--- config.mk ---
export PLATFORM = sky130hd
export DESIGN_NAME = ldr_sequencer_flat
export DESIGN_NICKNAME = d
export VERILOG_FILES = /design/src/rtl/x68k_ldr_pkg.sv /design/src/rtl/ldr_sequencer_if.sv /design/src/rtl/ldr_fifo.sv /design/src/rtl/ldr_sequencer.sv /design/src/flat_wrapper.sv
export SDC_FILE = /design/constraint.sdc
export NUM_CORES = 1
export LEC_CHECK = 0
export ABC_AREA = 1
export CAP_MARGIN = 10
export CORE_ASPECT_RATIO = 1.1
export CORE_MARGIN = 1
export CORE_UTILIZATION = 43
export DETAILED_ROUTE_END_ITERATION = 10
export GPL_TIMING_DRIVEN = 1
export PLACE_DENSITY = 0.62
export SLEW_MARGIN = 20
export SYNTH_ARGS = -nofsm -noshare
export SYNTH_HDL_FRONTEND = slang
export SYNTH_HIERARCHICAL = 1
export SYNTH_SLANG_ARGS = --single-unit
--- constraint.sdc ---
create_clock -name clk_sys -period 3.15 [get_ports clk_sys]
set_clock_uncertainty 0.05 [all_clocks]
set_input_delay 0.4725 -clock clk_sys [delete_from_list [all_inputs] [get_ports clk_sys]]
set_output_delay 0.4725 -clock clk_sys [all_outputs]
set_load 0.1 [all_outputs]
--- src/rtl/x68k_ldr_pkg.sv ---
// Shared types and constants for the X68K ROM/IPL loader sequencer.
package x68k_ldr_pkg;

  localparam int LDR_TIMEOUT_W = 12;
  localparam int LDR_DATA_W    = 8;
  localparam int LDR_ADDR_W    = 20;

  typedef enum logic [1:0] {
    IDLE,
    LOAD,
    DRAIN,
    DONE
  } ldr_state_t;

  typedef struct packed {
    logic [LDR_ADDR_W-1:0] addr;
    logic [LDR_DATA_W-1:0] data;
  } ldr_entry_t;

  // The loader owns the core memory bus while bytes may still be in the pipe.
  function automatic logic is_active(input ldr_state_t s);
    return (s == LOAD) || (s == DRAIN);
  endfunction

endpackage

--- src/rtl/ldr_sequencer_if.sv ---
// HPS ioctl download side and X68K loader port side of the loader sequencer.
interface ldr_sequencer_if
  import x68k_ldr_pkg::*;
#(
  parameter int ADDR_W = 20
);

  logic                  ioctl_download;
  logic [7:0]            ioctl_index;
  logic                  ioctl_wr;
  logic [24:0]           ioctl_addr;
  logic [LDR_DATA_W-1:0] ioctl_dout;
  logic                  ioctl_wait;

  logic                  ldr_aen;
  logic [ADDR_W-1:0]     ldr_addr;
  logic [LDR_DATA_W-1:0] ldr_wdat;
  logic                  ldr_wr;
  logic                  ldr_ack;

  logic                  ldr_done;
  logic                  core_rstn;
  logic                  err_timeout;
  logic                  err_range;

  modport master (
    input  ioctl_download, ioctl_index, ioctl_wr, ioctl_addr, ioctl_dout, ldr_ack,
    output ioctl_wait, ldr_aen, ldr_addr, ldr_wdat, ldr_wr,
    output ldr_done, core_rstn, err_timeout, err_range
  );

  modport slave (
    output ioctl_download, ioctl_index, ioctl_wr, ioctl_addr, ioctl_dout, ldr_ack,
    input  ioctl_wait, ldr_aen, ldr_addr, ldr_wdat, ldr_wr,
    input  ldr_done, core_rstn, err_timeout, err_range
  );

endinterface

--- src/rtl/ldr_fifo.sv ---
// Synchronous byte-entry FIFO with a one-entry skid slot that absorbs a strobe
// arriving while the FIFO proper is full.
module ldr_fifo #(
  parameter int DEPTH = 4,
  parameter int WIDTH = 28,
  localparam int PW = $clog2(DEPTH),
  localparam int CW = $clog2(DEPTH + 2)
) (
  input  logic             clk_i,
  input  logic             rst_i,
  input  logic             push_i,
  input  logic [WIDTH-1:0] push_data_i,
  input  logic             pop_i,
  output logic [WIDTH-1:0] head_o,
  output logic             empty_o,
  output logic [CW-1:0]    level_nxt_o
);

  localparam logic [CW-1:0] DEPTH_C = CW'(DEPTH);

  logic [WIDTH-1:0] mem_q [DEPTH];
  logic [PW-1:0]    wr_ptr_q, wr_ptr_d;
  logic [PW-1:0]    rd_ptr_q, rd_ptr_d;
  logic [CW-1:0]    cnt_q, cnt_d;
  logic             skid_vld_q, skid_vld_d;
  logic [WIDTH-1:0] skid_q, skid_d;
  logic             do_pop, space, wr_en;
  logic [WIDTH-1:0] wr_data;

  always_comb begin
    do_pop     = pop_i && (cnt_q != '0);
    space      = (cnt_q != DEPTH_C) || do_pop;
    wr_en      = 1'b0;
    wr_data    = push_data_i;
    skid_vld_d = skid_vld_q;
    skid_d     = skid_q;
    // The skid entry is older than any new strobe, so it always enters first.
    if (skid_vld_q) begin
      if (space) begin
        wr_en      = 1'b1;
        wr_data    = skid_q;
        skid_vld_d = push_i;
        if (push_i) skid_d = push_data_i;
      end
    end else if (push_i) begin
      if (space) begin
        wr_en = 1'b1;
      end else begin
        skid_vld_d = 1'b1;
        skid_d     = push_data_i;
      end
    end
    cnt_d    = cnt_q + CW'(wr_en) - CW'(do_pop);
    wr_ptr_d = wr_en  ? wr_ptr_q + PW'(1) : wr_ptr_q;
    rd_ptr_d = do_pop ? rd_ptr_q + PW'(1) : rd_ptr_q;
  end

  always_ff @(posedge clk_i or posedge rst_i) begin
    if (rst_i) begin
      wr_ptr_q   <= '0;
      rd_ptr_q   <= '0;
      cnt_q      <= '0;
      skid_vld_q <= 1'b0;
    end else begin
      wr_ptr_q   <= wr_ptr_d;
      rd_ptr_q   <= rd_ptr_d;
      cnt_q      <= cnt_d;
      skid_vld_q <= skid_vld_d;
    end
  end

  always_ff @(posedge clk_i) begin
    if (wr_en) mem_q[wr_ptr_q] <= wr_data;
    skid_q <= skid_d;
  end

  assign head_o      = mem_q[rd_ptr_q];
  assign empty_o     = (cnt_q == '0);
  assign level_nxt_o = cnt_d + CW'(skid_vld_d);

endmodule

--- src/rtl/ldr_sequencer.sv ---
// Buffers HPS ioctl download bytes and replays them onto the X68K loader port
// through the ldr_wr/ldr_ack handshake, holding the core in reset until done.
module ldr_sequencer
  import x68k_ldr_pkg::*;
#(
  parameter int         ADDR_W      = 20,
  parameter int         FIFO_DEPTH  = 4,
  parameter logic [7:0] LOAD_INDEX  = 8'h00,
  parameter int         ACK_TIMEOUT = 4095
) (
  input  logic     clk_sys,
  input  logic     reset,
  ldr_sequencer_if.master bus
);

  localparam int CW = $clog2(FIFO_DEPTH + 2);
  localparam logic [CW-1:0] WAIT_LVL = CW'(FIFO_DEPTH - 1);
  localparam logic [LDR_TIMEOUT_W-1:0] TO_LIM = LDR_TIMEOUT_W'(ACK_TIMEOUT);

  typedef struct packed {
    logic [ADDR_W-1:0]     addr;
    logic [LDR_DATA_W-1:0] data;
  } entry_t;
  localparam int EW = $bits(entry_t);

  ldr_state_t state_q, state_d;

  logic                     dl_q, ack_q;
  logic                     wr_q, wr_d;
  logic [ADDR_W-1:0]        addr_q, addr_d;
  logic [LDR_DATA_W-1:0]    wdat_q, wdat_d;
  logic [LDR_TIMEOUT_W-1:0] to_q, to_d;
  logic                     done_q, done_d;
  logic                     rstn_q;
  logic                     err_to_q, err_to_d;
  logic                     err_rng_q, err_rng_d;
  logic                     wait_q, wait_d;

  logic          dl_rise, dl_fall, idx_match, in_range, strobe_ok, ack_rise;
  logic          push, pop, fifo_empty;
  entry_t        push_entry, head;
  logic [EW-1:0] head_raw;
  logic [CW-1:0] level_nxt;

  assign dl_rise   = bus.ioctl_download & ~dl_q;
  assign dl_fall   = ~bus.ioctl_download & dl_q;
  assign idx_match = (bus.ioctl_index == LOAD_INDEX);
  assign in_range  = ~|bus.ioctl_addr[24:ADDR_W];
  assign ack_rise  = bus.ldr_ack & ~ack_q;

  // dl_q keeps a strobe that coincides with the falling download edge acceptable.
  assign strobe_ok  = bus.ioctl_wr & (bus.ioctl_download | dl_q) & idx_match & (state_q == LOAD);
  assign push       = strobe_ok & in_range;
  assign push_entry = '{addr: bus.ioctl_addr[ADDR_W-1:0], data: bus.ioctl_dout};
  assign pop        = is_active(state_q) & ~wr_q & ~fifo_empty;
  assign head       = entry_t'(head_raw);

  ldr_fifo #(
    .DEPTH (FIFO_DEPTH),
    .WIDTH (EW)
  ) u_fifo (
    .clk_i       (clk_sys),
    .rst_i       (reset),
    .push_i      (push),
    .push_data_i (push_entry),
    .pop_i       (pop),
    .head_o      (head_raw),
    .empty_o     (fifo_empty),
    .level_nxt_o (level_nxt)
  );

  always_ff @(posedge clk_sys or posedge reset) begin
    if (reset) state_q <= IDLE;
    else       state_q <= state_d;
  end

  always_comb begin
    state_d = state_q;
    case (state_q)
      IDLE:    if (dl_rise && idx_match && !done_q) state_d = LOAD;
      LOAD:    if (dl_fall) state_d = DRAIN;
      DRAIN:   if (fifo_empty && !wr_q) state_d = DONE;
      DONE:    state_d = DONE;
      default: state_d = IDLE;
    endcase
  end

  always_comb begin
    wr_d      = wr_q;
    addr_d    = addr_q;
    wdat_d    = wdat_q;
    to_d      = '0;
    err_to_d  = err_to_q;
    err_rng_d = err_rng_q | (strobe_ok & ~in_range);
    done_d    = done_q | ((state_q == DRAIN) && (state_d == DONE));
    wait_d    = is_active(state_d) && (level_nxt >= WAIT_LVL);
    // A timed-out write is dropped rather than retried so the download keeps moving.
    if (wr_q) begin
      if (ack_rise) begin
        wr_d = 1'b0;
      end else if (to_q == TO_LIM) begin
        wr_d     = 1'b0;
        err_to_d = 1'b1;
      end else begin
        to_d = to_q + LDR_TIMEOUT_W'(1);
      end
    end else if (pop) begin
      wr_d   = 1'b1;
      addr_d = head.addr;
      wdat_d = head.data;
    end
  end

  always_ff @(posedge clk_sys or posedge reset) begin
    if (reset) begin
      dl_q      <= 1'b0;
      ack_q     <= 1'b0;
      wr_q      <= 1'b0;
      addr_q    <= '0;
      wdat_q    <= '0;
      to_q      <= '0;
      done_q    <= 1'b0;
      rstn_q    <= 1'b0;
      err_to_q  <= 1'b0;
      err_rng_q <= 1'b0;
      wait_q    <= 1'b0;
    end else begin
      dl_q      <= bus.ioctl_download;
      ack_q     <= bus.ldr_ack;
      wr_q      <= wr_d;
      addr_q    <= addr_d;
      wdat_q    <= wdat_d;
      to_q      <= to_d;
      done_q    <= done_d;
      rstn_q    <= done_q;
      err_to_q  <= err_to_d;
      err_rng_q <= err_rng_d;
      wait_q    <= wait_d;
    end
  end

  assign bus.ioctl_wait  = wait_q;
  assign bus.ldr_aen     = is_active(state_q);
  assign bus.ldr_addr    = addr_q;
  assign bus.ldr_wdat    = wdat_q;
  assign bus.ldr_wr      = wr_q;
  assign bus.ldr_done    = done_q;
  assign bus.core_rstn   = rstn_q;
  assign bus.err_timeout = err_to_q;
  assign bus.err_range   = err_rng_q;

endmodule

--- src/flat_wrapper.sv ---
// flat-port wrapper written by rule: the top's interface ports become plain ports
module ldr_sequencer_flat import x68k_ldr_pkg::*;
#(
  parameter int         ADDR_W      = 20,
  parameter int         FIFO_DEPTH  = 4,
  parameter logic [7:0] LOAD_INDEX  = 8'h00,
  parameter int         ACK_TIMEOUT = 4095
)
  (clk_sys, reset, bus_ioctl_download, bus_ioctl_index, bus_ioctl_wr, bus_ioctl_addr, bus_ioctl_dout, bus_ldr_ack, bus_ioctl_wait, bus_ldr_aen, bus_ldr_addr, bus_ldr_wdat, bus_ldr_wr, bus_ldr_done, bus_core_rstn, bus_err_timeout, bus_err_range);
  ldr_sequencer_if #(.ADDR_W(ADDR_W)) bus_i ();
  input  logic clk_sys;
  input  logic reset;
  input wire logic [$bits(bus_i.ioctl_download)-1:0] bus_ioctl_download;
  input wire logic [$bits(bus_i.ioctl_index)-1:0] bus_ioctl_index;
  input wire logic [$bits(bus_i.ioctl_wr)-1:0] bus_ioctl_wr;
  input wire logic [$bits(bus_i.ioctl_addr)-1:0] bus_ioctl_addr;
  input wire logic [$bits(bus_i.ioctl_dout)-1:0] bus_ioctl_dout;
  input wire logic [$bits(bus_i.ldr_ack)-1:0] bus_ldr_ack;
  output wire logic [$bits(bus_i.ioctl_wait)-1:0] bus_ioctl_wait;
  output wire logic [$bits(bus_i.ldr_aen)-1:0] bus_ldr_aen;
  output wire logic [$bits(bus_i.ldr_addr)-1:0] bus_ldr_addr;
  output wire logic [$bits(bus_i.ldr_wdat)-1:0] bus_ldr_wdat;
  output wire logic [$bits(bus_i.ldr_wr)-1:0] bus_ldr_wr;
  output wire logic [$bits(bus_i.ldr_done)-1:0] bus_ldr_done;
  output wire logic [$bits(bus_i.core_rstn)-1:0] bus_core_rstn;
  output wire logic [$bits(bus_i.err_timeout)-1:0] bus_err_timeout;
  output wire logic [$bits(bus_i.err_range)-1:0] bus_err_range;
  assign bus_i.ioctl_download = bus_ioctl_download;
  assign bus_i.ioctl_index = bus_ioctl_index;
  assign bus_i.ioctl_wr = bus_ioctl_wr;
  assign bus_i.ioctl_addr = bus_ioctl_addr;
  assign bus_i.ioctl_dout = bus_ioctl_dout;
  assign bus_i.ldr_ack = bus_ldr_ack;
  assign bus_ioctl_wait = bus_i.ioctl_wait;
  assign bus_ldr_aen = bus_i.ldr_aen;
  assign bus_ldr_addr = bus_i.ldr_addr;
  assign bus_ldr_wdat = bus_i.ldr_wdat;
  assign bus_ldr_wr = bus_i.ldr_wr;
  assign bus_ldr_done = bus_i.ldr_done;
  assign bus_core_rstn = bus_i.core_rstn;
  assign bus_err_timeout = bus_i.err_timeout;
  assign bus_err_range = bus_i.err_range;
  ldr_sequencer #(.ADDR_W(ADDR_W), .FIFO_DEPTH(FIFO_DEPTH), .LOAD_INDEX(LOAD_INDEX), .ACK_TIMEOUT(ACK_TIMEOUT)) u_core (.clk_sys(clk_sys), .reset(reset), .bus(bus_i));
endmodule
# Yosys cells after proc, flatten, opt, wreduce, memory -nomap -nowiden
# Memory sizes are Yosys's and may differ from the RTL's. A register that Yosys moved wholly into a read port is not among the register bits.
# Cells that the tools add are included.
dict set report word_totals {
  regBits 58
  ramBits 112
  inputBits 46
  out_inout_bits 35
  wordCells 99
  mem_count 1
}
# name depth word_bits read_ports rd_ports_with_merged_regs wr line_no
set memory_table {}
lappend memory_table {u_core.u_fifo.mem_q 4 28 1 1 1 ldr_fifo.sv:21} ;# logic [WIDTH-1:0] mem_q [DEPTH];
dict set report op_classes {
  addsub 6
  n_lt_le_gt_ge 1
  n_eq_ne 10
  n_mux 26
  n_bitwise 19
  n_reduce_logical 21
}
# operator count
set ops {}
lappend ops {{$mux W28} 6}
lappend ops {{$mux W12} 3}
lappend ops {{$mux W1} 13}
lappend ops {{$add A12 B1 Y12 const B} 1}
lappend ops {{$eq A12 B12 Y1 const B} 1}
lappend ops {{$and A1 B1 Y1} 10}
lappend ops {{$eq A2 B2 Y1 const B} 4}
lappend ops {{$logic_not A8 Y1} 1}
lappend ops {{$pmux W2 S4} 1}
lappend ops {{$add A3 B1 Y3} 2}
lappend ops {{$logic_and A1 B1 Y1} 6}
lappend ops {{$mux W2} 3}
lappend ops {{$not A1 Y1} 6}
lappend ops {{$reduce_and A3 Y1} 2}
lappend ops {{$reduce_or A5 Y1} 1}
lappend ops {{$add A2 B1 Y2 const B} 2}
lappend ops {{$eq A2 B1 Y1 const B} 2}
lappend ops {{$ge A3 B2 Y1 const B} 1}
lappend ops {{$logic_not A1 Y1} 3}
lappend ops {{$logic_not A3 Y1} 1}
lappend ops {{$logic_or A1 B1 Y1} 3}
lappend ops {{$ne A3 B3 Y1 const B} 1}
lappend ops {{$or A1 B1 Y1} 3}
lappend ops {{$reduce_bool A3 Y1} 1}
lappend ops {{6 further kinds} 6}

# Logic depth before layout (Yosys ltp)
dict set report depth {
  depth_word 14
  ltp_mapped 24
  mapped_depth_nobuf 22
}

# Cells and area by module
# Netlist, hierarchy kept.
# module instances cells_per_inst area_each_um2 seq_area_each_um2
set by_module_without_submodules {}
lappend by_module_without_submodules {ldr_fifo 1 674 6845.3 4404.2}
lappend by_module_without_submodules {ldr_sequencer 1 255 2219.6 1251.2}

# Least setup slack after synthesis
# No wires, ideal clock.
dict set report synth_path {
  kind {register -> register}
  startpoint {register u_core.state_q[0]}
  endpoint {memory u_core.u_fifo.mem_q[0][0] (enable)}
  setup_time_ns 0.413
  t_arrival_ns 3.299
  required_time_ns 2.687
  setup_slack_ns -0.612
  stages_incl_launch_ff 10
  n_path_buf 1
  synth_period_minus_slack_ns 3.762
  cell_sequence {dfrtp_1 > inv_1 > ha_1 > nand3_2 > inv_2 > buf_2 > nor2_4 > nand2_2 > nand2_1 > nor2_1}
}
dict set report synth_via {
  elab_chain_cells 11
  word_cells_on_any_way 14
  classes_between {2 x eq/ne; 5 x mux; 4 x bitwise; 3 x reduce/logical}
}
# item line_no
set synth_lines {}
lappend synth_lines {{start, declared} ldr_sequencer.sv:26} ;# ldr_state_t state_q, state_d;
lappend synth_lines {{start signal, assigned} ldr_sequencer.sv:74} ;# else state_q <= state_d;
lappend synth_lines {{$eq A2 B1 Y1 / $eq A2 B2 Y1 (equally long branches)} n/a}
lappend synth_lines {{$logic_or A1 B1 Y1 *} n/a}
lappend synth_lines {{via bus_ldr_aen} flat_wrapper.sv:20} ;# output wire logic [$bits(bus_i.ldr_aen)-1:0] bus_ldr_aen;
lappend synth_lines {{$and A1 B1 Y1 * (2 in series)} ldr_sequencer.sv:55} ;# assign pop = is_active(state_q) & ~wr_q & ~fifo_empty;
lappend synth_lines {{via u_core.pop} ldr_sequencer.sv:40} ;# logic push, pop, fifo_empty;
lappend synth_lines {{$logic_and A1 B1 Y1 *} ldr_fifo.sv:31} ;# do_pop = pop_i && (cnt_q != '0);
lappend synth_lines {{$logic_or A1 B1 Y1 *} ldr_fifo.sv:32} ;# space = (cnt_q != DEPTH_C) || do_pop;
lappend synth_lines {{$mux W1 *} {ldr_fifo.sv:39, ldr_fifo.sv:46}}
lappend synth_lines {{$mux W1} ldr_fifo.sv:45} ;# end else if (push_i) begin
lappend synth_lines {{$mux W1 *} ldr_fifo.sv:38} ;# if (skid_vld_q) begin
lappend synth_lines {{$mux W1 *} ldr_fifo.sv:73} ;# if (wr_en) mem_q[wr_ptr_q] <= wr_data;
lappend synth_lines {{$mux W1 (implied by the code) *} ldr_fifo.sv:73}
lappend synth_lines {{end, declared} ldr_fifo.sv:21}
# The timed path passes the listed nets; every way through them passes the cells marked *.

# Final worst setup path
dict set report layout_path {
  startpoint {register u_core.state_q[1]}
  endpoint {register u_core.wait_q, in the netlist u_core/bus.ioctl_wait}
}
dict set report layout_via {
  elab_chain_cells 14
  word_cells_on_any_way 30
  classes_between {3 x add/sub; 1 x order compare; 5 x eq/ne; 11 x mux; 4 x bitwise; 6 x reduce/logical}
}
# item line_no
set layout_lines {}
lappend layout_lines {{$eq A2 B1 Y1 / $eq A2 B2 Y1 (equally long branches)} {x68k_ldr_pkg.sv:22, ldr_sequencer.sv:52}}
lappend layout_lines {{$logic_or A1 B1 Y1} x68k_ldr_pkg.sv:22} ;# return (s == LOAD) || (s == DRAIN);
lappend layout_lines {{$and A1 B1 Y1 (2 in series)} ldr_sequencer.sv:55}
lappend layout_lines {{$logic_and A1 B1 Y1} ldr_fifo.sv:31}
lappend layout_lines {{$logic_or A1 B1 Y1} ldr_fifo.sv:32}
lappend layout_lines {{$mux W1} {ldr_fifo.sv:39, ldr_fifo.sv:46}}
lappend layout_lines {{$mux W1} ldr_fifo.sv:45}
lappend layout_lines {{$mux W1} ldr_fifo.sv:38}
lappend layout_lines {{$add A3 B1 Y3} ldr_fifo.sv:53} ;# cnt_d = cnt_q + CW'(wr_en) - CW'(do_pop);
lappend layout_lines {{$sub A3 B1 Y3 *} ldr_fifo.sv:53}
lappend layout_lines {{via u_core.u_fifo.cnt_d[1]} ldr_fifo.sv:24} ;# logic [CW-1:0] cnt_q, cnt_d;
lappend layout_lines {{$add A3 B1 Y3 *} ldr_fifo.sv:79} ;# assign level_nxt_o = cnt_d + CW'(skid_vld_d);
lappend layout_lines {{via u_core.level_nxt[2]} ldr_sequencer.sv:43} ;# logic [CW-1:0] level_nxt;
lappend layout_lines {{$ge A3 B2 Y1 *} ldr_sequencer.sv:96} ;# wait_d = is_active(state_d) && (level_nxt >= WAIT_LVL);
lappend layout_lines {{$logic_and A1 B1 Y1 *} ldr_sequencer.sv:96}
lappend layout_lines {{via u_core.wait_d} ldr_sequencer.sv:37} ;# logic wait_q, wait_d;
lappend layout_lines {{end signal, assigned} ldr_sequencer.sv:138} ;# wait_q <= wait_d;
lappend layout_lines {{end, declared} ldr_sequencer.sv:37}
# Marks and branches as above.
# A chain may end at the register's enable or synchronous reset.

==> impl_metrics.toml <==
[run]
cap_violations = 0

[yosys]
synth_compound_area_share_pct = 6.16
netlist_area_um2 = 9060
muxShareOfSynthArea_pct = 0
yosysUniqueCellTypes = 32
synth_top_family_by_area = "simple AND/OR/NAND/NOR gates"
yosys.area_share.simple_pct = 22.2
syn_inst = 929
yosys_register_bits = 198
synthAdderAreaFrac_pct = 2.15
synth_fp_nets = 990
syn_avg_cell_area_um2 = 9.76
ys.warnings.count = 6
synth-seq-area-share_pct = 62.4
synth-xor-area-share_pct = 0.483

[route]
first_pass_iters = 5
initialDrtViolationCount = 347
met2WireLength_um = 8950
vias_per_cell = 4.98
wl_per_cell_um = 14.8
ant_nets = 0
wl_met3_um = 741
dr.max_layer_used = "met4"
m1WireLength_um = 9090
drcViolationCount = 0
drt_wl_total_um = 19000
routed-via-count = 6376

[placed_design]
gp_congestion = 0.739
dpl.cell_count = 1248
place_ws_ps = -178
io_buffers = 80
post-dp-hpwl_um = 12100
place_area_um2 = 10200

[critical_path]
r2r-end = "u_core/bus.ioctl_wait"
path_buf_inv = 6
cp.arrival_ps = 3190
crit_slowest_cell = "fa_1"
rr_worst_depth = 19
required_ps = 3420
r2r_start = "u_core/state_q[1]"
endpoint_kind = "register"
cp_common_cell = "ha_1"
criticalPathCategory = "register to register"
r2r_slack_ps = 230
worstPathMaxFanout = 4
worstPathCellList = "inv_2 -> buf_4 -> ha_4 -> nand3_4 -> inv_8 -> nor2_4 -> nand2_2 -> nand2_2 -> ha_1 -> inv_1 -> ha_1 -> inv_1 -> fa_1 -> inv_2 -> ha_1 -> nand3_1 -> nand2_1 -> a21oi_1 -> nor2_1"
crit_path_start_kind = "register"
critical-path-top-delay-family = "adder cells"
slowest_delay_ps = 490

[timing]
fmax_mhz = 343
rsz0062_at_grt = "no"
fin_tns_setup_ps = 0
setup_slack_ps = 232
tightest_slew_ps = 588
finalSetupViolCount = 0
hold_slack_ps = 292
max_slew_margin_pct = 60.8
period_share_pct = 92.6
maxSlewViolCount = 0
period_needed_ps = 2920
hold_viol = 0

[floorplan]
core_um2 = 20600
rows = 55
io_pins = 81
start_util_pct = 43.9
die_area_um2 = 21700
die_height_um = 154
die_w_um = 140

[clocking]
clkLatencyLatePin_ps = 430
cts_hold_buf = 0
cts_buffer_depth = 2
cts-root-buf = "clkbuf_16"
cts_max_level = 4
cts_buffers = 17
clk_pin_slew_ps = 70
cts_tree = "yes"
cts_sinks = 198

[hold_path]
hold_class = "input port to asynchronous set/reset pin"

[global_routing]
grt_overflow = 0
grt_pass1_wl_um = 31100
track_usage_pct = 18.6
grt_max_degree = 59
grt_pass1_vias = 6016
antenna_found_initial = 0

[cells_and_area]
nets = 1073
final_cell_area_um2 = 10800
drive_gt1_share_pct = 12.9
num-fill-cells = 1883
diodes = 0
instances_no_fill = 1281
area_growth_syn_to_layout_pct = 18.7

[power_and_ir_drop]
vdd_drop_max_uv = 367
p_per_area_nw_per_um2 = 522
leakage_nw = 4.70

[outcome]
status = "completed"
[metal layers]
metal	global-route usage [%]	vias up
met1	25.9	2994
met2	30.5	123
met5	0	-
met4	5.49	0
met3	2.57	15
li1	-	3244
[cell type report]
| type | instances | area (µm²) | area share, % |
|---|---|---|---|
| Sequential cell | 198 | 5660 | 52.6 |
| Clock buffer | 19 | 464 | 4.31 |
| Tap cell | 256 | 320 | 2.98 |
| Timing Repair Buffer | 108 | 986 | 9.16 |
| Multi-Input combinational cell | 592 | 2860 | 26.6 |
| Clock inverter | 13 | 109 | 1.01 |
| Inverter | 95 | 364 | 3.38 |
[Yosys cell counts (all sizes together)]
cell,count,area (µm²)
nand4,2,12.5
or2,1,6.26
xnor2,2,17.5
nand2,275,1040
nor3,3,15.0
a21o,2,15.0
inv,95,357
clkbuf,13,48.8
nor2,89,357
nand3,100,568
o211a,1,10.0
o22ai,28,175
a21oi,5,25.0
fa,1,20.0
o21ai,59,295
buf,31,193
nor4,1,6.26
o21bai,5,37.5
edfxtp,140,4200
dfrtp,58,1450
nand3b,1,7.51
xor2,3,26.3
ha,14,175
[cells in the final DEF (no fill, tap or decap), drive strengths merged, types with 5 or more instances in the layout]
cell type,synthesis,routed
o21ai,59,59
nand2,275,275
o21bai,5,5
ha,14,14
o22ai,28,28
clkbuf,13,19
clkinv,0,6
clkdlybuf4s50,0,45
dfrtp,58,58
edfxtp,140,140
nand3,100,100
inv,95,102
nor2,89,89
a21oi,5,5
buf,31,63
[sequential cells by signal, indices dropped and copies added, names as in the netlist, 2 cells and up]
register and count:
u_core/bus.ldr_wdat 8, u_core/u_fifo/skid_q 28, u_core/u_fifo/wr_ptr_q 2, u_core/state_q 2, u_core/u_fifo/mem_q 112, u_core/u_fifo/cnt_q 3, u_core/bus.ldr_addr 20, u_core/to_q 12
u_core/u_fifo/rd_ptr_q 2
[metrics by stage]
step,util (%),power (mW)
floorplan,-,3.36
finish,52.1,5.62
global route,52.1,5.81
detailed placement,49.2,3.55
global placement,49.2,3.55
CTS,52.0,5.65
[how the worst max path moves through the flow]
stage	start	to	slack (ps)	cells past startpoint
2_1_floorplan	u_core/state_q[0]	u_core/bus.ioctl_wait	6	19
3_3_place_gp	bus_ioctl_index[1]	u_core/bus.ioctl_wait	-130	19
3_5_place_dp	bus_ioctl_index[1]	u_core/bus.ioctl_wait	-180	19
4_1_cts	u_core/state_q[1]	u_core/bus.ioctl_wait	120	19
5_1_grt	u_core/state_q[1]	u_core/bus.ioctl_wait	20	19
6_report	u_core/state_q[1]	u_core/bus.ioctl_wait	230	19
[cells by family after synthesis]
kind of cell | count (synthesis)
and+or+nand+nor | 472
xor gates and xnor gates | 5
buffers and inverters | 139
adders and majority gates | 15
DFF | 198
AOI/OAI and AO/OA | 100
[worst reg2reg max path, delay by kind of cell (launching register included)]
kind | cells | cell delay, ps
AOI/OAI and AO/OA | 1 | 110
adders and majority gates | 5 | 1290
buffers and inverters | 6 | 410
DFF | 1 | 400
and+or+nand+nor | 7 | 570
[power by group]
| part | internal (mW) | switching, mW | total [mW] |
|---|---|---|---|
| clock network | 1.10 | 1.00 | 2.11 |
| logic | 0.206 | 0.455 | 0.660 |
| registers | 2.82 | 0.0307 | 2.85 |
| total | 4.13 | 1.49 | 5.62 |
[what timing repair did]
| action | in CTS | in global routing |
|---|---|---|
| endpoints found under the setup margin | 0 | 1 |
| setup buffers | 0 | 1 |
| endpoints found under the hold margin | 0 | 0 |
| gates resized for setup | 0 | 9 |
(Power assumes the default switching activity.)
